**src/rtl/muldiv_unit.sv**
```systemverilog
// Iterative multiply/divide unit with HI/LO result registers.
// Shift-add multiply and restoring divide, one bit per cycle, followed by a sign-fix cycle.
module muldiv_unit #(
    parameter int DATA_WIDTH = 32
) (
    input  logic                  clk,
    input  logic                  rst_n,
    input  logic                  start,
    input  logic [2:0]            op,
    input  logic [DATA_WIDTH-1:0] a,
    input  logic [DATA_WIDTH-1:0] b,
    input  logic                  cancel,
    output logic                  busy,
    output logic                  done,
    output logic [DATA_WIDTH-1:0] hi,
    output logic [DATA_WIDTH-1:0] lo
);
    localparam int W  = DATA_WIDTH;
    localparam int CW = $clog2(W);

    typedef enum logic [1:0] {IDLE, CALC, FIX} state_t;

    state_t          state_reg, state_next;
    logic [CW-1:0]   cnt_reg, cnt_next;
    logic [2*W-1:0]  acc_reg, acc_next;
    logic [W-1:0]    opd_reg, opd_next;
    logic            a_neg_reg, a_neg_next;
    logic            b_neg_reg, b_neg_next;
    logic            is_div_reg, is_div_next;
    logic            b_zero_reg, b_zero_next;
    logic [W-1:0]    hi_reg, hi_next;
    logic [W-1:0]    lo_reg, lo_next;
    logic            busy_reg, busy_next;

    logic            is_signed;
    logic [W-1:0]    a_mag, b_mag, addend;
    logic [W:0]      mul_sum, div_trial;
    logic [2*W-1:0]  prod_fix;
    logic [W-1:0]    quo_fix, rem_fix;

    always_ff @(posedge clk or negedge rst_n) begin
        if (!rst_n) begin
            state_reg  <= IDLE;
            cnt_reg    <= '0;
            acc_reg    <= '0;
            opd_reg    <= '0;
            a_neg_reg  <= 1'b0;
            b_neg_reg  <= 1'b0;
            is_div_reg <= 1'b0;
            b_zero_reg <= 1'b0;
            hi_reg     <= '0;
            lo_reg     <= '0;
            busy_reg   <= 1'b0;
        end else begin
            state_reg  <= state_next;
            cnt_reg    <= cnt_next;
            acc_reg    <= acc_next;
            opd_reg    <= opd_next;
            a_neg_reg  <= a_neg_next;
            b_neg_reg  <= b_neg_next;
            is_div_reg <= is_div_next;
            b_zero_reg <= b_zero_next;
            hi_reg     <= hi_next;
            lo_reg     <= lo_next;
            busy_reg   <= busy_next;
        end
    end

    // Both multiply and divide keep the a-magnitude in the low half of the
    // accumulator (multiplier / dividend) and the b-magnitude in opd_reg.
    always_comb begin
        is_signed = ~op[0];
        a_mag     = (is_signed && a[W-1]) ? -a : a;
        b_mag     = (is_signed && b[W-1]) ? -b : b;
        addend    = acc_reg[0] ? opd_reg : {W{1'b0}};
        mul_sum   = {1'b0, acc_reg[2*W-1:W]} + {1'b0, addend};
        div_trial = acc_reg[2*W-1:W-1] - {1'b0, opd_reg};
        prod_fix  = (a_neg_reg ^ b_neg_reg) ? -acc_reg : acc_reg;
        quo_fix   = (a_neg_reg ^ b_neg_reg) ? -acc_reg[W-1:0] : acc_reg[W-1:0];
        // With a zero divisor the remainder ends up as |a|, so this restores raw a.
        rem_fix   = a_neg_reg ? -acc_reg[2*W-1:W] : acc_reg[2*W-1:W];

        state_next  = state_reg;
        cnt_next    = cnt_reg;
        acc_next    = acc_reg;
        opd_next    = opd_reg;
        a_neg_next  = a_neg_reg;
        b_neg_next  = b_neg_reg;
        is_div_next = is_div_reg;
        b_zero_next = b_zero_reg;
        hi_next     = hi_reg;
        lo_next     = lo_reg;

        case (state_reg)
            IDLE: begin
                if (start) begin
                    case (op)
                        3'b000, 3'b001, 3'b010, 3'b011: begin
                            a_neg_next  = is_signed & a[W-1];
                            b_neg_next  = is_signed & b[W-1];
                            is_div_next = op[1];
                            b_zero_next = (b == '0);
                            acc_next    = {{W{1'b0}}, a_mag};
                            opd_next    = b_mag;
                            cnt_next    = '0;
                            state_next  = CALC;
                        end
                        3'b100:  hi_next = a;
                        3'b101:  lo_next = a;
                        default: ;
                    endcase
                end
            end
            CALC: begin
                if (cancel) begin
                    state_next = IDLE;
                end else begin
                    if (!is_div_reg)
                        acc_next = {mul_sum, acc_reg[W-1:1]};
                    else if (!div_trial[W])
                        acc_next = {div_trial[W-1:0], acc_reg[W-2:0], 1'b1};
                    else
                        acc_next = {acc_reg[2*W-2:0], 1'b0};
                    cnt_next = cnt_reg + 1'b1;
                    if (cnt_reg == CW'(W - 1))
                        state_next = FIX;
                end
            end
            FIX: begin
                state_next = IDLE;
                if (!cancel) begin
                    if (is_div_reg) begin
                        hi_next = rem_fix;
                        lo_next = b_zero_reg ? {W{1'b1}} : quo_fix;
                    end else begin
                        hi_next = prod_fix[2*W-1:W];
                        lo_next = prod_fix[W-1:0];
                    end
                end
            end
            default: state_next = IDLE;
        endcase

        busy_next = (state_next != IDLE);
    end

    assign busy = busy_reg;
    assign done = (state_reg == FIX) && !cancel;
    assign hi   = hi_reg;
    assign lo   = lo_reg;

endmodule

```
**config.mk**
```make
export PLATFORM = sky130hd
export DESIGN_NAME = muldiv_unit
export DESIGN_NICKNAME = d
export VERILOG_FILES = /design/src/rtl/muldiv_unit.sv
export SDC_FILE = /design/constraint.sdc
export NUM_CORES = 1
export LEC_CHECK = 0
export BUFFER_PORTS_ARGS = -buffer_cell sky130_fd_sc_hd__buf_2
export CAP_MARGIN = 10
export CORE_MARGIN = 5
export CORE_UTILIZATION = 61
export DETAILED_ROUTE_END_ITERATION = 8
export MAX_ROUTING_LAYER = met4
export PLACE_DENSITY_LB_ADDON = 0.25
export SYNTH_ARGS = -nofsm -noshare
export SYNTH_HDL_FRONTEND = slang
export SYNTH_SLANG_ARGS = --single-unit
```
**constraint.sdc**
```tcl
create_clock -name clk -period 3.7 [get_ports clk]
set_input_delay 1.11 -clock clk [delete_from_list [all_inputs] [get_ports clk]]
set_output_delay 1.11 -clock clk [all_outputs]
set_load 0.01 [all_outputs]
```
# [Word-level counts from Yosys, hierarchy flattened]
# Cells that the tools add are included.
[classes] addsub=8 multipliers=0 div=0 n_lt_le_gt_ge=0 n_eq_ne=14 n_shift=0 n_mux=32 bitwise=4 n_reduce_logical=15
[op_table] op="two-way mux 32 bit" count=14
[op_table] op="two-way mux 64 bit" count=6
[op_table] op="negator 32 bit" count=4
[op_table] op="case mux 32 bit (2 select lines)" count=2
[op_table] op="case mux 64 bit (2 select lines)" count=1
[op_table] op="negator 64 bit" count=1
[op_table] op="adder 32 x 32 -> 33 bit" count=1
[op_table] op="subtractor 33 x 32 -> 33 bit" count=1
[op_table] op="logical NOT 32 bit" count=1
[op_table] op="two-way mux 5 bit" count=3
[op_table] op="AND reduction 4 bit" count=3
[op_table] op="case mux 5 bit (2 select lines)" count=1
[op_table] op="two-way mux 2 bit" count=4
[op_table] op="equality test 3 x 2 -> 1 bit, second input constant" count=2
[op_table] op="equality test 3 bit, second input constant" count=2
[op_table] op="!= test 2 x 1 -> 1 bit, second input constant" count=3
[op_table] op="!= test 2 bit, second input constant" count=3
[op_table] op="nonzero test 2 bit" count=3
[op_table] op="adder 5 x 1 -> 5 bit, second input constant" count=1
[op_table] op="equality test 5 bit, second input constant" count=1
[op_table] op="case mux 2 bit (2 select lines)" count=1
[op_table] op="OR reduction 4 bit" count=1
[op_table] op="equality test 3 x 1 -> 1 bit, second input constant" count=1
[op_table] op="logical AND 1 bit" count=3
[op_table] op="other kinds (9)" count=10
[word_totals] ff_bits=172 latch_bits=0 mem_bits_rw=0 romBits=0 output_inout_bits=66 wordCells=84 mem_count=0

# [Longest topological paths before layout]
# Gate-level depths: netlist of run 1.
[depth] depth_word=6 ltp_mapped=15 ltp_nobuf=14

# [Worst setup path after synthesis of run 1]
# Ideal clock, no wire load.
[synth_path] path_type="flip-flop to flip-flop" from="register acc_reg[31]" to="register acc_reg[50]" setup_ps=119 t_arrival_ps=3214 required_ps=3581 setup_slack_ps=367 path_stages_with_launch=15 path_buffers=1 synth_period_minus_slack_ps=3333 path_cell_list="dfrtp_1 > inv_1 > ha_1 > fa_1 > nand2b_1 > a211oi_1 > o21ai_0 > o31ai_1 > o21ai_2 > o31a_1 > or3_1 > buf_6 > mux2_4 > a21oi_2 > nor2_1"
[synth_via] elab_chain_cells=5
[synth_rtl] element="start: declaration" line_no="25" text="logic [2*W-1:0] acc_reg, acc_next;"
[synth_rtl] element="start signal: assignment" line_no="57" text="acc_reg <= acc_next;"
[synth_rtl] element="subtractor 33 x 32 -> 33 bit" line_no="77" text="div_trial = acc_reg[2*W-1:W-1] - {1'b0, opd_reg};"
[synth_rtl] element="two-way mux 64 bit" line_no="120" text="else if (!div_trial[W])"
[synth_rtl] element="two-way mux 64 bit" line_no="118" text="if (!is_div_reg)"
[synth_rtl] element="two-way mux 64 bit" line_no="115" text="if (cancel) begin"
[synth_rtl] element="case mux 64 bit (2 select lines)" line_no="94" text="case (state_reg)"
# Every way passes these cells. The select of a mux whose other input is x is not followed.
# A chain may end at the register's enable or synchronous reset.

# [Worst setup path in the final report of run 1]
[layout_path] from="register acc_reg[31]" to="register acc_reg[60]"
# Same word-level chain as after synthesis.

==> qor.yml, run 1 <==
status: "finished clean"
firstDrtPassIters: 5
synth_top_family_by_area: "compound AO/OA/AOI/OAI gates"
initial_core_util_pct: 62.08
leakagePower_nw: 7.607
grt_overflow: 0
r2r-start: "acc_reg[31]"
worst-path-max-fanout: 8
dp.cells: 2266
cp.required_ns: 3.98
io_pins: 137
layout.cells.non_filler: 2299
ys.flop_type: "dfrtp_1"
gp_congestion: 0.9507
intPower_mw: 6.550
p_clk_share_pct: 14.4
via_per_inst: 6.252
pre_cts_ws_ns: -0.1806
root_buffer: "clkbuf_16"
worstRegToRegCells: 13
slew_headroom_pct: 35.24
synth_seq_cells: 172
synth-compound-area-share_pct: 24.88
largest_reg_flops: 64
start_kind: "register"
yosys-top-cells-area: "dfrtp_1 (31%), o21ai_0 (8.2%), ha_1 (6.2%)"
cts_sinks: 172
drive_gt1_share_pct: 15.85
cts_setup_buffers: 0
rows: 55
syn_area_per_cell_um2: 7.712
cts_tree: "built"
fin_ws_ns: 0.1677
synthToLayoutAreaGrowth_pct: 15.74
hold_violations: 0
syn_nets: 1971
floorplan.die_area_um2: 26250
grt_usage_pct: 34.43
min_path_type: "reg -> reg"
die_w_um: 162.0
cts_buffers: 17
drt_iter0_drc: 1349
critPathSlowestCell: "or3_4"
clockBufferDepth: 2
r2r-end: "acc_reg[60]"
grt_antenna_before_repair: 1
peakVddDrop_mv: 0.3635
synth_top_cell_by_area: "dfrtp_1"
r2r_setup_slack_ns: 0.17
synth_xor_xnor_area_share_pct: 10.69
setup-tns-final_ns: 0
crit_chain: "inv_1 > ha_1 > fa_1 > nand2b_1 > a211oi_2 > o21ai_1 > o31ai_2 > o21ai_2 > o31a_1 > or3_4 > buf_4 > mux2i_1 > o211ai_1"
min_from: "lo[8]"
hpwl_mm: 33.84
power.density_nw_per_um2: 768.3
grt_pass1_wl_mm: 71.08
drv_slew: 0
crit_type: "reg -> reg"
p_switching_mw: 5.984
seq_area_frac_synth_pct: 30.53
synth_enable_flop_cells: 0
finalClockSkew_ns: 0.01188
design.core.area_um2: 22710
wl_per_cell_um: 19.36
clk_latency_ns: 0.44
synthSimpleGateAreaFrac_pct: 19.42
syn_inst: 1828
postPlaceCellArea_um2: 15710
drtAntennaViolNets: 0
yosysWarnings: 0
synth_commonest_cells: "nand2_1 (232), o21ai_0 (232), nor2_1 (184)"
layout.nets: 2143
fin_crit_sh_pct: 95.47
holdPathStages: 2
vias: 14370
port_buffers: 136
drt-total-wl_mm: 44.50
worst_setup_hold_path_clk_slew_ns: 0.08
synthMuxAreaShare_pct: 3.231
seqPwrFrac_pct: 24.0
async_reset_ff_share_pct: 100.0
critPathArrivalTime_ns: 3.82
drv_cap: 0
grt_pass1_vias: 13890
rsz0062_at_grt: "no"
htree_num_levels: 4
cpPeakStageDelay_ns: 0.47
fmax_mhz: 283.1
holdPathEnd: "lo[8]"
fin_area_um2: 16320
synth_area_um2: 14100
synthAdderAreaFrac_pct: 6.497
worst-path-buf-inv: 2
end_kind: "register"
grt_max_degree: 71
fin_crit_ns: 3.532
cp_top_family: "compound AO/OA/AOI/OAI gates"
synth.distinct_cells: 73
setup_violations: 0
worstMarginPinSlew_ns: 0.9690
synth_top_area_share_pct: 30.53
drc: 0
p_sw_share_pct: 47.74
die_h_um: 162.0
cts_hold_buf: 0
total_power_mw: 12.53
comb_power_share_pct: 61.6
## worst max path at each step
stage	start	endpoint	slack [ns]	depth (start not counted)
CTS	acc_reg[31]	acc_reg[32]	0.05	16
global placement	acc_reg[31]	acc_reg[61]	-0.03	13
floorplan	acc_reg[31]	acc_reg[50]	0.37	14
global route	acc_reg[31]	acc_reg[33]	0.05	17
finish	acc_reg[31]	acc_reg[60]	0.17	13
detailed placement	acc_reg[31]	acc_reg[60]	-0.18	14
## per-layer routing
| layer | wire, um | part of all wire, % | vias to the layer above | global-route usage, % |
|---|---|---|---|---|
| li1 | - | - | 6831 | - |
| met1 | 18190 | 41 | 6686 | 43.16 |
| met3 | 3539 | 8.0 | 159 | 4.745 |
| met5 | 0 | 0 | - | - |
| met2 | 20780 | 47 | 698 | 55.82 |
| met4 | 1995 | 4.5 | 0 | 15.57 |
## cells in the final DEF, fill, tap and decap left out, drive strengths merged, types with 20 or more instances in the layout
cell type	n
a22oi	20
buf	256
dfrtp	172
a21o	25
nor2	185
xor2	90
a21oi	160
nand2	232
nor3	36
o22ai	34
nand2b	22
mux2i	44
nor4	20
xnor2	82
o21ai	238
ha	70
inv	73
o31ai	22
nand3	23
## repair_timing
item,4_1_cts,5_1_grt
pin swaps,0,0
cloned,0,0
setup endpoints to repair,24,27
resized for setup,3,3
## cell type report
class / count / area (um^2)
Multi-Input combinational cell: 1487 / 9176
Fill cell: 1848 / 6394
Sequential cell: 172 / 4305
Timing Repair Buffer: 256 / 1650
Clock buffer: 18 / 429.2
Tap cell: 285 / 356.6
Inverter: 66 / 247.7
Clock inverter: 14 / 147.6
Antenna cell: 1 / 2.502
## logic make-up after synthesis
| group | Yosys count |
|---|---|
| simple gates | 602 |
| compound gates | 596 |
| xor+xnor | 172 |
| flops | 172 |
| buf+inv | 169 |
| fa+ha+maj | 72 |
| mux | 45 |
## stage by stage
step	hold slack [ns]	utilization, %
final	0.4752	71.85
after global routing	0.4896	71.85
after CTS	0.4784	71.76
after detailed placement	0.4618	69.18
after global placement	0.4553	69.18
after floorplan	0.4436	-
## power groups by stage
stage	Combinational, mW	Clock [mW]	Sequential (mW)
final	7.73	1.80	3.00
after global routing	8.44	1.88	3.07
after CTS	7.57	1.81	2.98
after detailed placement	7.49	0	3.02
after global placement	7.34	0	3.00
after floorplan	5.05	0	2.97
## tightest hold or removal path: stages (launching register included)
cell and delay [ns]:
dfrtp_1 0.34, nand2_1 0.04, o21ai_0 0.06
No activity file was read; power rests on OpenSTA's default activity.
==> inputs of run 2 (changes only) <==
Settings changed: ABC_AREA set to 1, CORE_UTILIZATION 61 to 62.
Clock period 3.7 ns to 3.9 ns, I/O delays scaled along.
==> run 2 against run 1 <==
Area after synthesis increased by 21%. Combinational power about the same. Final cell count rose by 48%. Sequential share of layout area shrank 3.5 points. Synthesized cell count increased by 60%. Critical path type unchanged. Critical endpoint is now acc_reg[40].
==> qor.yml, run 2 <==
synth_seq_cells: 172  # unchanged
gp_congestion: 1.132  # +19%
p_clk_share_pct: 14.4  # about the same
root_buffer: "clkbuf_16"
largest_reg_flops: 64  # unchanged
start_kind: "register"
syn_nets: 3065  # +56%
ys.flop_type: "dfrtp_1"
syn_area_per_cell_um2: 5.862  # -24%
status: "finished clean"
drv_slew: 0  # unchanged
finalClockSkew_ns: 0.01897  # +0.007083 ns
setup-tns-final_ns: 0  # unchanged
drt_iter0_drc: 2661  # +97%
worst-path-max-fanout: 26  # +18
drv_cap: 0  # unchanged
comb_power_share_pct: 61.6  # about the same
p_sw_share_pct: 55.40  # +7.7 points
fin_crit_ns: 3.169  # -0.3637 ns
grt_usage_pct: 45.30  # +11 points
design.core.area_um2: 27100  # +19%
min_path_type: "reg -> reg"
grt_overflow: 0  # unchanged
cts_hold_buf: 0  # unchanged
synth_top_cell_by_area: "dfrtp_1"
total_power_mw: 12.52  # -0.13%
firstDrtPassIters: 8  # +3
grt_pass1_wl_mm: 106.9  # +50%
grt_max_degree: 74  # +4.2%
rsz0062_at_grt: "no"
cts_buffers: 17  # unchanged
seqPwrFrac_pct: 23.9  # about the same
use_met1_pct: 53.14  # +10 points
cts_tree: "built"
port_buffers: 136  # unchanged
synth-compound-area-share_pct: 16.07  # -8.8 points
grt_antenna_before_repair: 2  # +1
peakVddDrop_mv: 0.4505  # +24%
synthToLayoutAreaGrowth_pct: 9.658
synthAdderAreaFrac_pct: 5.347  # -1.1 points
htree_num_levels: 4  # unchanged
yosys-top-cells-area: "dfrtp_1 (25%), nand2_1 (18%), nor2_1 (9.0%)"
synth.distinct_cells: 49  # -33%
gr-usage-met3_pct: 10.11  # +5.4 points
cts_sinks: 172  # unchanged
grt_use_met2_pct: 68.57  # +13 points
synthMuxAreaShare_pct: 0  # -3.2 points
die_w_um: 176.2  # +8.8%
cts_resized: 0  # -3
top_usage_layer: "met2"
end_kind: "register"
drtAntennaViolNets: 0  # unchanged
cts_setup_buffers: 0  # unchanged
yosysMostFrequentCell: "nand2_1"
drc: 0  # unchanged
hpwl_mm: 54.92  # +62%
fin_crit_sh_pct: 81.24  # -14 points
cp.required_ns: 4.25  # +0.27 ns
rows: 60  # +9.1%
synth_xor_xnor_area_share_pct: 2.601  # -8.1 points
synth_commonest_cells: "nand2_1 (812), nor2_1 (411), inv_1 (406)"
floorplan.die_area_um2: 31050  # +18%
setup_violations: 0  # unchanged
drive_gt1_share_pct: 8.490  # -7.4 points
layout.nets: 3169  # +48%
synth_top_area_share_pct: 25.13  # -5.4 points
p_switching_mw: 6.935  # +16%
layout_common_cells: "nand2_1 (812), nor2_1 (409), inv_1 (406)"
hold_violations: 0  # unchanged
io_pins: 137  # unchanged
synth_area_um2: 17130  # +21%
initial_core_util_pct: 63.20  # +1.1 points
grt_pass1_vias: 19320  # +39%
seq_area_frac_synth_pct: 25.13  # -5.4 points
syn_inst: 2922  # +60%
vias: 20850  # +45%
synthSimpleGateAreaFrac_pct: 39.16  # +20 points
via_per_inst: 6.108  # -2.3%
clk_latency_ns: 0.45  # about the same
intPower_mw: 5.582  # -15%
worstMarginPinSlew_ns: 0.7974  # -0.1717 ns
fmax_mhz: 315.6  # +11%
yosysWarnings: 0  # unchanged
die_h_um: 176.2  # +8.8%
layout_commonest_cell: "nand2_1"
critPathArrivalTime_ns: 3.52  # -0.30 ns
slew_headroom_pct: 46.71  # +11 points
wl_per_cell_um: 20.54  # +6.1%
synth_enable_flop_cells: 0  # unchanged
leakagePower_nw: 9.975  # +31%
worst_setup_hold_path_clk_slew_ns: 0.09  # about the same
synth_top_family_by_area: "simple AND/OR/NAND/NOR gates"
final_util_pct: 69.30  # -2.5 points
power.density_nw_per_um2: 666.5  # -13%
async_reset_ff_share_pct: 100.0  # unchanged
drt-total-wl_mm: 70.12  # +58%
clockBufferDepth: 2  # unchanged
crit_type: "reg -> reg"
[run 2: cell types whose count changed after synthesis, moves of 44 or more]
| cell | previous run | this run |
|---|---|---|
| nand2_1 | 232 | 812 |
| inv_1 | 66 | 406 |
| nand3_1 | 23 | 258 |
| nor2_1 | 184 | 411 |
| xnor2_1 | 82 | 13 |
| xor2_1 | 90 | 36 |
| a21oi_1 | 157 | 204 |
| mux2i_1 | 44 | 0 |
[run 2: metal layers]
layer	share of wire (%)	vias up
met5	0	-
met4	9.5	0
met3	12	399
met2	43	1505
met1	35	9339
li1	-	9605
[run 2: worst max-delay path, cell delays in order (launching register included)]
cell	delay [ns]
dfrtp_1	0.56
inv_1	0.22
fa_1	0.44
inv_1	0.07
nand2_1	0.06
nand2_1	0.11
nand3_1	0.09
nand2_2	0.12
nand2_1	0.08
nand2_2	0.10
nand2_2	0.07
nand3_1	0.16
nand2_4	0.27
nor2_1	0.44
nand2_1	0.11
nand3b_1	0.10
nand2_1	0.06
[run 2: path summary, 6_finish.rpt]
path | depth (start not counted) | endpoint | slack [ns] | start
hold / removal | 2 | lo[3] | 0.49 | lo[3]
setup reg to reg | 16 | acc_reg[40] | 0.73 | acc_reg[32]
min in group asynchronous | 1 | hi[7] | 0.66 | rst_n
setup / recovery | 16 | acc_reg[40] | 0.73 | acc_reg[32]
hold reg to reg | 2 | lo[3] | 0.49 | lo[3]
max in group asynchronous | 2 | acc_reg[63] | 2.36 | rst_n
[run 2: final cells by class]
type                    instances  area [um^2]
repair buffers                175         1005
flip-flops and latches        172         4305
multi-input cells            2241        10830
diodes                          2        5.005
well taps                     372        465.4
inverters                     419         1573
clock inverters                13        143.9
clock buffers                  19        452.9
fillers                      2513         8319
[run 2: power by group through the flow]
stage               registers, mW  logic [mW]  clock network (mW)
finish                       3.00        7.72                1.80
global route                 3.02        8.42                1.85
CTS                          2.93        7.45                1.78
detailed placement           2.97        7.41                   0
global placement             2.94        7.29                   0
floorplan                    2.83        5.11                   0
[run 2: cell families (layout without fill, tap and decap cells)]
kind of cell    after synthesis  after routing
xor+xnor                     50             50
simple gates               1608           1608
fa+ha+maj                    72             72
buf+inv                     509            626
flops                       172            172
other cells                   0              2
compound gates              511            511
[run 2: per-stage QoR]
stage	instance area (um^2)	setup WS [ns]	instances	hold slack [ns]
finish	18780	0.7315	3413	0.4885
global route	18780	0.5250	3413	0.5260
CTS	18780	0.7892	3411	0.4891
detailed placement	18180	0.7889	3379	0.4699
global placement	18180	0.8736	3379	0.4620
floorplan	17130	1.355	2922	0.4534
